==> src/rtl/uart_avm_pkg.sv <==
// Shared types and constants for the UART Avalon-MM two-port arbiter.
// Holds the arbiter FSM state type, port indices and default bus widths.
package uart_avm_pkg;

    typedef enum logic [1:0] {
        IDLE,
        BUS,
        RD_WAIT
    } arb_state_t;

    localparam int unsigned PORT_RX    = 0;
    localparam int unsigned PORT_TX    = 1;
    localparam int unsigned DEF_ADDR_W = 16;
    localparam int unsigned DEF_DATA_W = 32;

endpackage

==> src/rtl/uart_avm_cmd_latch.sv <==
// One-entry command latch for a single arbiter port.
// Captures a read or write request while empty and holds it until the arbiter clears it.
module uart_avm_cmd_latch
    import uart_avm_pkg::*;
#(
    parameter int ADDR_W = DEF_ADDR_W,
    parameter int DATA_W = DEF_DATA_W
) (
    input  logic              clk,
    input  logic              rst,
    input  logic              read,
    input  logic              write,
    input  logic [ADDR_W-1:0] address,
    input  logic [DATA_W-1:0] writedata,
    input  logic              clear,
    output logic              valid,
    output logic              is_read,
    output logic [ADDR_W-1:0] cmd_address,
    output logic [DATA_W-1:0] cmd_writedata
);

    // clear only ever targets a full latch and capture only an empty one, so they never collide
    always_ff @(posedge clk) begin
        if (!rst) begin
            valid         <= 1'b0;
            is_read       <= 1'b0;
            cmd_address   <= '0;
            cmd_writedata <= '0;
        end else if (clear) begin
            valid <= 1'b0;
        end else if (!valid && (read || write)) begin
            valid         <= 1'b1;
            is_read       <= read;
            cmd_address   <= address;
            cmd_writedata <= writedata;
        end
    end

endmodule

==> src/rtl/uart_avm_arbiter.sv <==
// Round-robin arbiter sharing one Avalon-MM master between the UART receive and transmit paths.
// One transaction is outstanding downstream at a time; read data is routed back to the owner.
module uart_avm_arbiter
    import uart_avm_pkg::*;
#(
    parameter int ADDR_W = DEF_ADDR_W,
    parameter int DATA_W = DEF_DATA_W
) (
    input  logic              clk,
    input  logic              rst,
    input  logic              s0_read,
    input  logic              s0_write,
    input  logic [ADDR_W-1:0] s0_address,
    input  logic [DATA_W-1:0] s0_writedata,
    output logic              s0_waitrequest,
    output logic              s0_readdatavalid,
    output logic [DATA_W-1:0] s0_readdata,
    input  logic              s1_read,
    input  logic              s1_write,
    input  logic [ADDR_W-1:0] s1_address,
    input  logic [DATA_W-1:0] s1_writedata,
    output logic              s1_waitrequest,
    output logic              s1_readdatavalid,
    output logic [DATA_W-1:0] s1_readdata,
    output logic              avm_m1_read,
    output logic              avm_m1_write,
    output logic [ADDR_W-1:0] avm_m1_address,
    output logic [DATA_W-1:0] avm_m1_writedata,
    input  logic              avm_m1_waitrequest,
    input  logic              avm_m1_readdatavalid,
    input  logic [DATA_W-1:0] avm_m1_readdata
);

    logic [1:0]        lat_valid;
    logic [1:0]        lat_read;
    logic [1:0]        lat_clear;
    logic [ADDR_W-1:0] lat_addr [2];
    logic [DATA_W-1:0] lat_data [2];

    arb_state_t state, state_nxt;
    logic       owner, owner_nxt;
    logic       last, last_nxt;
    logic       grant;

    uart_avm_cmd_latch #(.ADDR_W(ADDR_W), .DATA_W(DATA_W)) u_latch_rx (
        .clk           (clk),
        .rst           (rst),
        .read          (s0_read),
        .write         (s0_write),
        .address       (s0_address),
        .writedata     (s0_writedata),
        .clear         (lat_clear[PORT_RX]),
        .valid         (lat_valid[PORT_RX]),
        .is_read       (lat_read[PORT_RX]),
        .cmd_address   (lat_addr[PORT_RX]),
        .cmd_writedata (lat_data[PORT_RX])
    );

    uart_avm_cmd_latch #(.ADDR_W(ADDR_W), .DATA_W(DATA_W)) u_latch_tx (
        .clk           (clk),
        .rst           (rst),
        .read          (s1_read),
        .write         (s1_write),
        .address       (s1_address),
        .writedata     (s1_writedata),
        .clear         (lat_clear[PORT_TX]),
        .valid         (lat_valid[PORT_TX]),
        .is_read       (lat_read[PORT_TX]),
        .cmd_address   (lat_addr[PORT_TX]),
        .cmd_writedata (lat_data[PORT_TX])
    );

    assign s0_waitrequest = lat_valid[PORT_RX];
    assign s1_waitrequest = lat_valid[PORT_TX];

    // last resets to the TX port so the RX port wins the first tie
    always_ff @(posedge clk) begin
        if (!rst) begin
            state <= IDLE;
            owner <= 1'(PORT_RX);
            last  <= 1'(PORT_TX);
        end else begin
            state <= state_nxt;
            owner <= owner_nxt;
            last  <= last_nxt;
        end
    end

    always_comb begin
        state_nxt        = state;
        owner_nxt        = owner;
        last_nxt         = last;
        grant            = 1'b0;
        lat_clear        = '0;
        avm_m1_read      = 1'b0;
        avm_m1_write     = 1'b0;
        avm_m1_address   = '0;
        avm_m1_writedata = '0;
        s0_readdatavalid = 1'b0;
        s0_readdata      = '0;
        s1_readdatavalid = 1'b0;
        s1_readdata      = '0;

        case (state)
            IDLE: begin
                if (|lat_valid) begin
                    grant     = (&lat_valid) ? ~last : lat_valid[PORT_TX];
                    owner_nxt = grant;
                    last_nxt  = grant;
                    state_nxt = BUS;
                end
            end
            BUS: begin
                avm_m1_read      = lat_read[owner];
                avm_m1_write     = ~lat_read[owner];
                avm_m1_address   = lat_addr[owner];
                avm_m1_writedata = lat_data[owner];
                if (!avm_m1_waitrequest) begin
                    if (lat_read[owner]) begin
                        state_nxt = RD_WAIT;
                    end else begin
                        lat_clear[owner] = 1'b1;
                        state_nxt        = IDLE;
                    end
                end
            end
            RD_WAIT: begin
                if (avm_m1_readdatavalid) begin
                    lat_clear[owner] = 1'b1;
                    state_nxt        = IDLE;
                    if (owner == 1'(PORT_TX)) begin
                        s1_readdatavalid = 1'b1;
                        s1_readdata      = avm_m1_readdata;
                    end else begin
                        s0_readdatavalid = 1'b1;
                        s0_readdata      = avm_m1_readdata;
                    end
                end
            end
            default: state_nxt = IDLE;
        endcase
    end

endmodule

==> config.mk <==
export PLATFORM = sky130hd
export DESIGN_NAME = uart_avm_arbiter
export DESIGN_NICKNAME = d
export VERILOG_FILES = /design/src/rtl/uart_avm_pkg.sv /design/src/rtl/uart_avm_cmd_latch.sv /design/src/rtl/uart_avm_arbiter.sv
export SDC_FILE = /design/constraint.sdc
export NUM_CORES = 1
export LEC_CHECK = 0
export CAP_MARGIN = 25
export CORE_ASPECT_RATIO = 1.75
export CORE_MARGIN = 3
export CORE_UTILIZATION = 39
export CTS_BUF_LIST = sky130_fd_sc_hd__clkbuf_4
export DETAILED_ROUTE_END_ITERATION = 12
export PLACE_DENSITY = 0.78
export SLEW_MARGIN = 30
export SYNTH_ARGS = -nofsm -noshare
export SYNTH_HDL_FRONTEND = slang
export SYNTH_HIERARCHICAL = 1
export SYNTH_SLANG_ARGS = --single-unit
export TNS_END_PERCENT = 10
==> constraint.sdc <==
create_clock -name clk -period 2.2 [get_ports clk]
set_input_delay 0.55 -clock clk [delete_from_list [all_inputs] [get_ports clk]]
set_output_delay 0.55 -clock clk [all_outputs]
set_load 0.02 [all_outputs]
# Word level (Yosys, flattened, before mapping)
# Index checks and enable logic that the tools add are counted.
[op_classes]
magnitude_cmp = 3
n_eq_ne = 5
muxes = 36
bitwise = 6
n_reduce_logical = 16
[ops]
columns = ["cell", "count"]
rows = [
  ["2-to-1 mux 32 bit", 10],
  ["2-to-1 mux 16 bit", 4],
  ["2-to-1 mux 2 bit", 7],
  ["2-to-1 mux 1 bit", 12],
  ["AND reduction 2 bit", 4],
  ["!= test 2 bit, second input constant", 3],
  ["case mux 2 bit (3 select lines)", 1],
  ["OR reduction 2 bit", 3],
  ["NOT 1 bit", 5],
  ["case mux 2 bit (2 select lines)", 1],
  ["logical AND 1 bit", 3],
  ["AND reduction 3 bit", 1],
  ["equality test 2 x 1 -> 1 bit, second input constant", 1],
  ["equality test 2 bit, second input constant", 1],
  [">= comparator 2 bit, second input constant", 1],
  ["logical NOT 1 bit", 2],
  ["logical NOT 2 bit", 1],
  ["logical OR 1 bit", 2],
  ["less-than comparator 1 x 2 -> 1 bit, second input constant", 1],
  ["NOT 1 -> 2 bit", 1],
  ["demux 1 bit (select 1 bit)", 1],
  [">= comparator 1 bit, second input constant", 1],
]
[totals]
ff_bits = 104
inputBits = 136
out_inout_bits = 118
wordCells = 77

# Depth between registers and ports, before layout
[logic_depth]
ltp_word = 9
mapped_depth = 12
mapped_depth_nobuf = 8

# Cells and area by module
# Netlist, hierarchy kept.
[modules_own_cells]
columns = ["mod", "instances", "cells_per_inst", "area_each_um2", "seq_area_each_um2"]
rows = [
  ["uart_avm_cmd_latch", 2, 218, 2016.9, 1001.0],
  ["uart_avm_arbiter", 1, 213, 1589.0, 80.1],
]

# Least setup slack after synthesis
# No wires, ideal clock.
[synth_timing]
path_type = "reg-to-reg"
startpoint = "register state[0]"
endpoint = "register u_latch_tx.cmd_address[0]"
setup_time_ns = 0.072
t_arrival_ns = 1.979
required_time_ns = 2.128
setup_slack_ns = 0.150
path_stages_with_launch = 13
n_path_buf = 5
period_less_slack_ns = 2.050
path_cell_list = "dfxtp_1 -> inv_1 -> ha_1 -> and3_1 -> buf_2 -> buf_6 -> o21a_1 -> nor2_2 -> o21a_1 -> buf_6 -> buf_12 -> buf_12 -> mux2i_1"
[synth_between]
elab_chain_len = 4
word_cells_on_any_way = 5
cone_classes = "eq/ne: 2; mux: 1; bitwise: 1; reduce/logical: 1"
[synth_lines]
columns = ["element", "line_no", "source"]
rows = [
  ["from (decl)", "uart_avm_arbiter.sv:40", "arb_state_t state, state_nxt;"],
  ["from (signal assigned)", "uart_avm_arbiter.sv:83", "state <= state_nxt;"],
  ["equality test 2 bit or equality test 2 x 1 -> 1 bit (tied branches)", "uart_avm_arbiter.sv:104", "case (state)"],
  ["case mux 2 bit (2 select lines) (*)", "uart_avm_arbiter.sv:104", ""],
  ["via lat_clear[1]", "uart_avm_arbiter.sv:36", "logic [1:0] lat_clear;"],
  ["NOT 1 bit (no line) (*)", "--", ""],
  ["AND reduction 2 bit (no line) (*)", "--", ""],
  ["to (signal assigned)", "uart_avm_cmd_latch.sv:34", "cmd_address <= address;"],
  ["to (decl)", "uart_avm_cmd_latch.sv:18", "output logic [ADDR_W-1:0] cmd_address,"],
]
# The timed path passes the listed nets; every way through them passes the cells marked *.
# A chain may end at the register's enable or synchronous reset.

# Worst setup path in the final report
[layout_timing]
startpoint = "register state[0]"
endpoint = "output port s0_readdata[28]"
[layout_between]
elab_chain_len = 2
[layout_lines]
columns = ["element", "line_no", "source"]
rows = [
  ["equality test 2 bit", "uart_avm_arbiter.sv:104", ""],
  ["2-to-1 mux 32 bit", "uart_avm_arbiter.sv:104", ""],
  ["to (decl)", "uart_avm_arbiter.sv:17", "output logic [DATA_W-1:0] s0_readdata,"],
]
# No other way between the ends.

==> implementation parameters <==
Parameter                              Value

Status
  Status ... complete, but fails checks
  Violations in the final reports ... negative setup slack

Layout
  Post-route cell area ... 8603 um2
  Share of cells above drive strength 1 ... 0.2387
  Post-route insts no fill ... around 1100
  Total of fill cells in the finished design ... about 1200
  Most used cells in the layout excluding fill and tap cells ... 199 x nand2_1, 144 x mux2i_1, 134 x clkdlybuf4s50_1, 100 x dfxtp_1, 74 x buf_4
  Most common library cell in the layout ignoring fill and taps ... nand2_1
  Post-layout nets ... between 1000 and 1500
  Area growth from synthesis to final layout ... 53.00%

STA
  Worst relative slew slack ... 0.7079
  Worst Tran Pin Value ... around 440 ps
  Unrepaired setup endpoints after global routing ... yes
  Final setup violation count ... ~110
  Hold_ws ... 467.4 ps
  Max-slew violation count ... 0
  Final worst-path setup slack ... -108.1 ps
  Clock Skews ... between 15 and 20 ps
  Tmin final ... around 2300 ps
  Tcrit/Tclk final ... 1.049
  Fmax achieved ... approximately 430 MHz
  Hold Vio Cnt, Final ... 0

Clocking
  CTS tree ... yes
  Clock buffer count from CTS ... 9
  CTS Root Cell ... clkbuf_4
  Number of buffers on the longest clock path ... 2
  Clock slew at the register clock pins of the worst setup and hold paths ... 150 ps
  Clock sink total ... 104
  Post-cts hold buffer count ... 0
  Insertion delay of the later-clocked pin in the worst-skew pair ... 460 ps
  H-tree levels ... 3

Flow run
  Max-cap check violation count ... 0

Routing
  Post-route DRC ... 0
  Number of routed nets with antenna violations ... 0
  Average wire per standard cell ... approximately 16 um
  Via Count ... 5200
  Detailed Route Iter0 Violations ... a little over 200
  Post-detailed-route via-to-cell ratio ... ~4.8
  Number of iterations in the first detailed-routing pass ... 4
  Wirelength, routed ... around 17000 um

Floorplan
  Die X-Extent ... 96.77 um
  Initial cell density of the core ... 0.4023
  Site Rows ... 57
  Area of the die ... 15950 um2
  Vertical die dimension ... ~160 um
  I/O pins ... 254
  CORE AREA ... 13980 um2

Place
  Place WS ... -526.1 ps
  I/O Buffers ... 253
  Final estimated routing congestion in global placement ... around 0.9
  Number of instances in the placed design ... 1055
  Final HPWL from detailed placement ... about 12000 um
  Post-detailed-placement cell area ... roughly 8400 um2

Power and ir drop
  Max VDD drop ... 392.2 uV
  Pwr dens ... roughly 540 nW/um2
  Static leakage ... 3.777 nW
  Total Power Consumption ... ~0.0047 W
  Reg power frac ... 0.455
  Clock network power share ... 0.261
  Internal Power ... ~0.0034 W
  Switching power share of the total ... 0.2807
  Net Sw Power ... 0.001309 W
  Combinational Power Share ... 0.284

Global route
  Wire length of the first global-routing pass ... 25420 um
  GR Overflow Total ... 0
  Pin count of the biggest net entering global routing ... between 50 and 60
  Number of antenna violations at the first check in global routing ... 3
  Overall fraction of global-route tracks in use ... 0.1998
  Number of global-route vias before repair ... between 4000 and 5000

Hold path
  Type of the tightest min-delay check ... reg2reg

Synthesis
  Area of the mapped netlist ... ~5600 um2
  Synth Instances ... 649
  Synthesized area per cell ... approximately 8.7 um2
  Syn Nets ... 788
  Yosys warning count ... 6
  Sequential element share of the synthesized area ... 0.3703
  Count of distinct cell types in the synthesized netlist ... 28
  Number of synthesized register bits ... 104

Critical path
  Startpoint-to-endpoint class of the critical path ... reg2out
  Worst path arrival time ... 1760 ps
  Category of the worst setup path capture point ... primary output
  Crit Path Max Fanout ... 9
  WP data required ... 1650 ps
  Kind of start point of the critical path ... flip-flop
[final timing paths]
path                           endpoint  slack (ps)                       start  depth (start not counted)
max reg2reg  u_latch_rx/cmd_address[13]         130                    state[0]                         10
min reg2reg  u_latch_rx/cmd_address[14]         470  u_latch_rx/cmd_address[14]                          2
min          u_latch_rx/cmd_address[14]         470  u_latch_rx/cmd_address[14]                          2
max                     s0_readdata[28]        -110                    state[0]                          7
[per-layer routing]
metal | GRT usage | routed length [um] | up-vias
li1 | - | - | 2613
met1 | 0.2066 | 6213 | 2357
met2 | 0.3824 | 9427 | 203
met3 | 0.04861 | 992 | 27
met4 | 0.08051 | 556 | 0
met5 | 0 | 0 | -
[Yosys cell counts, drive strengths merged]
cell type	instances	area (um2)
a32oi	1	8.760
and2	66	412.9
o21a	4	30.03
o31ai	1	7.510
o311a	1	10.01
buf	29	286.5
inv	2	7.510
clkbuf	23	86.33
nor4b	1	8.760
dfxtp	104	2082
o211ai	1	7.510
nor3b	2	15.01
nor2	4	22.52
nand3b	1	7.510
a31o	2	17.52
a21oi	2	10.01
nand2	200	750.7
ha	3	37.54
and3	1	6.260
nor3	2	10.01
a211oi	1	7.510
mux2i	146	1461
nor2b	51	319.1
nor4bb	1	10.01
[what timing repair did]
| item | CTS | global route |
|---|---|---|
| buffers inserted | 7 | 1 |
| pin swaps | 2 | 6 |
| cloned | 0 | 3 |
| gates resized for setup | 526 | 95 |
| setup endpoints to repair | 115 | 118 |
[worst max-delay path: stages (launching register included)]
cell       delay, ps
dfxtp_2          350
inv_2             70
ha_4             140
nand2_4           60
nor2_4           240
clkbuf_16        210
and2_1           140
buf_6            120
[stage by stage]
stage / utilization / setup TNS, ps
floorplan: - / 0
detailed placement: 0.6007 / -47150
global route: 0.6155 / -16990
CTS: 0.5986 / -6064
global placement: 0.6007 / -46270
finish: 0.6155 / -4779
[sequential cells by signal, indices dropped and copies added, names as in the netlist]
register	cells
u_latch_tx/is_read	1
u_latch_rx/valid	1
u_latch_rx/cmd_address	16
u_latch_tx/cmd_address	16
state	2
u_latch_tx/valid	1
u_latch_tx/cmd_writedata	32
u_latch_rx/is_read	1
last	1
owner	1
u_latch_rx/cmd_writedata	32
[power groups by stage]
stage	clock network [W]	registers [W]	logic [W]
final	0.00122	0.00212	0.00132
after global routing	0.00134	0.00214	0.00142
after CTS	0.00126	0.00212	0.00129
after detailed placement	0	0.00218	0.00125
after global placement	0	0.00217	0.00124
after floorplan	0	0.00214	0.000730
[area by class of cell]
class / count / area, um2 / area share
tap: 177 / 221.5 / 0.02574
antenna: 3 / 7.507 / 0.0008726
sequential: 104 / 2092 / 0.2432
multi-input combinational: 491 / 3291 / 0.3825
inverter: 2 / 7.507 / 0.0008726
clock buffer: 9 / 67.56 / 0.007853
clock inverter: 7 / 117.6 / 0.01367
timing repair buffer: 292 / 2799 / 0.3253
[cells by family after synthesis]
family / share of synthesized area
AO/OA/AOI/OAI: 0.01758
multiplexers: 0.2599
buffers and inverters: 0.06765
AND/OR/NAND/NOR: 0.2779
adder cells (fa/ha/maj): 0.006676
flip-flops: 0.3703
Power figures use the tool's default switching activity.
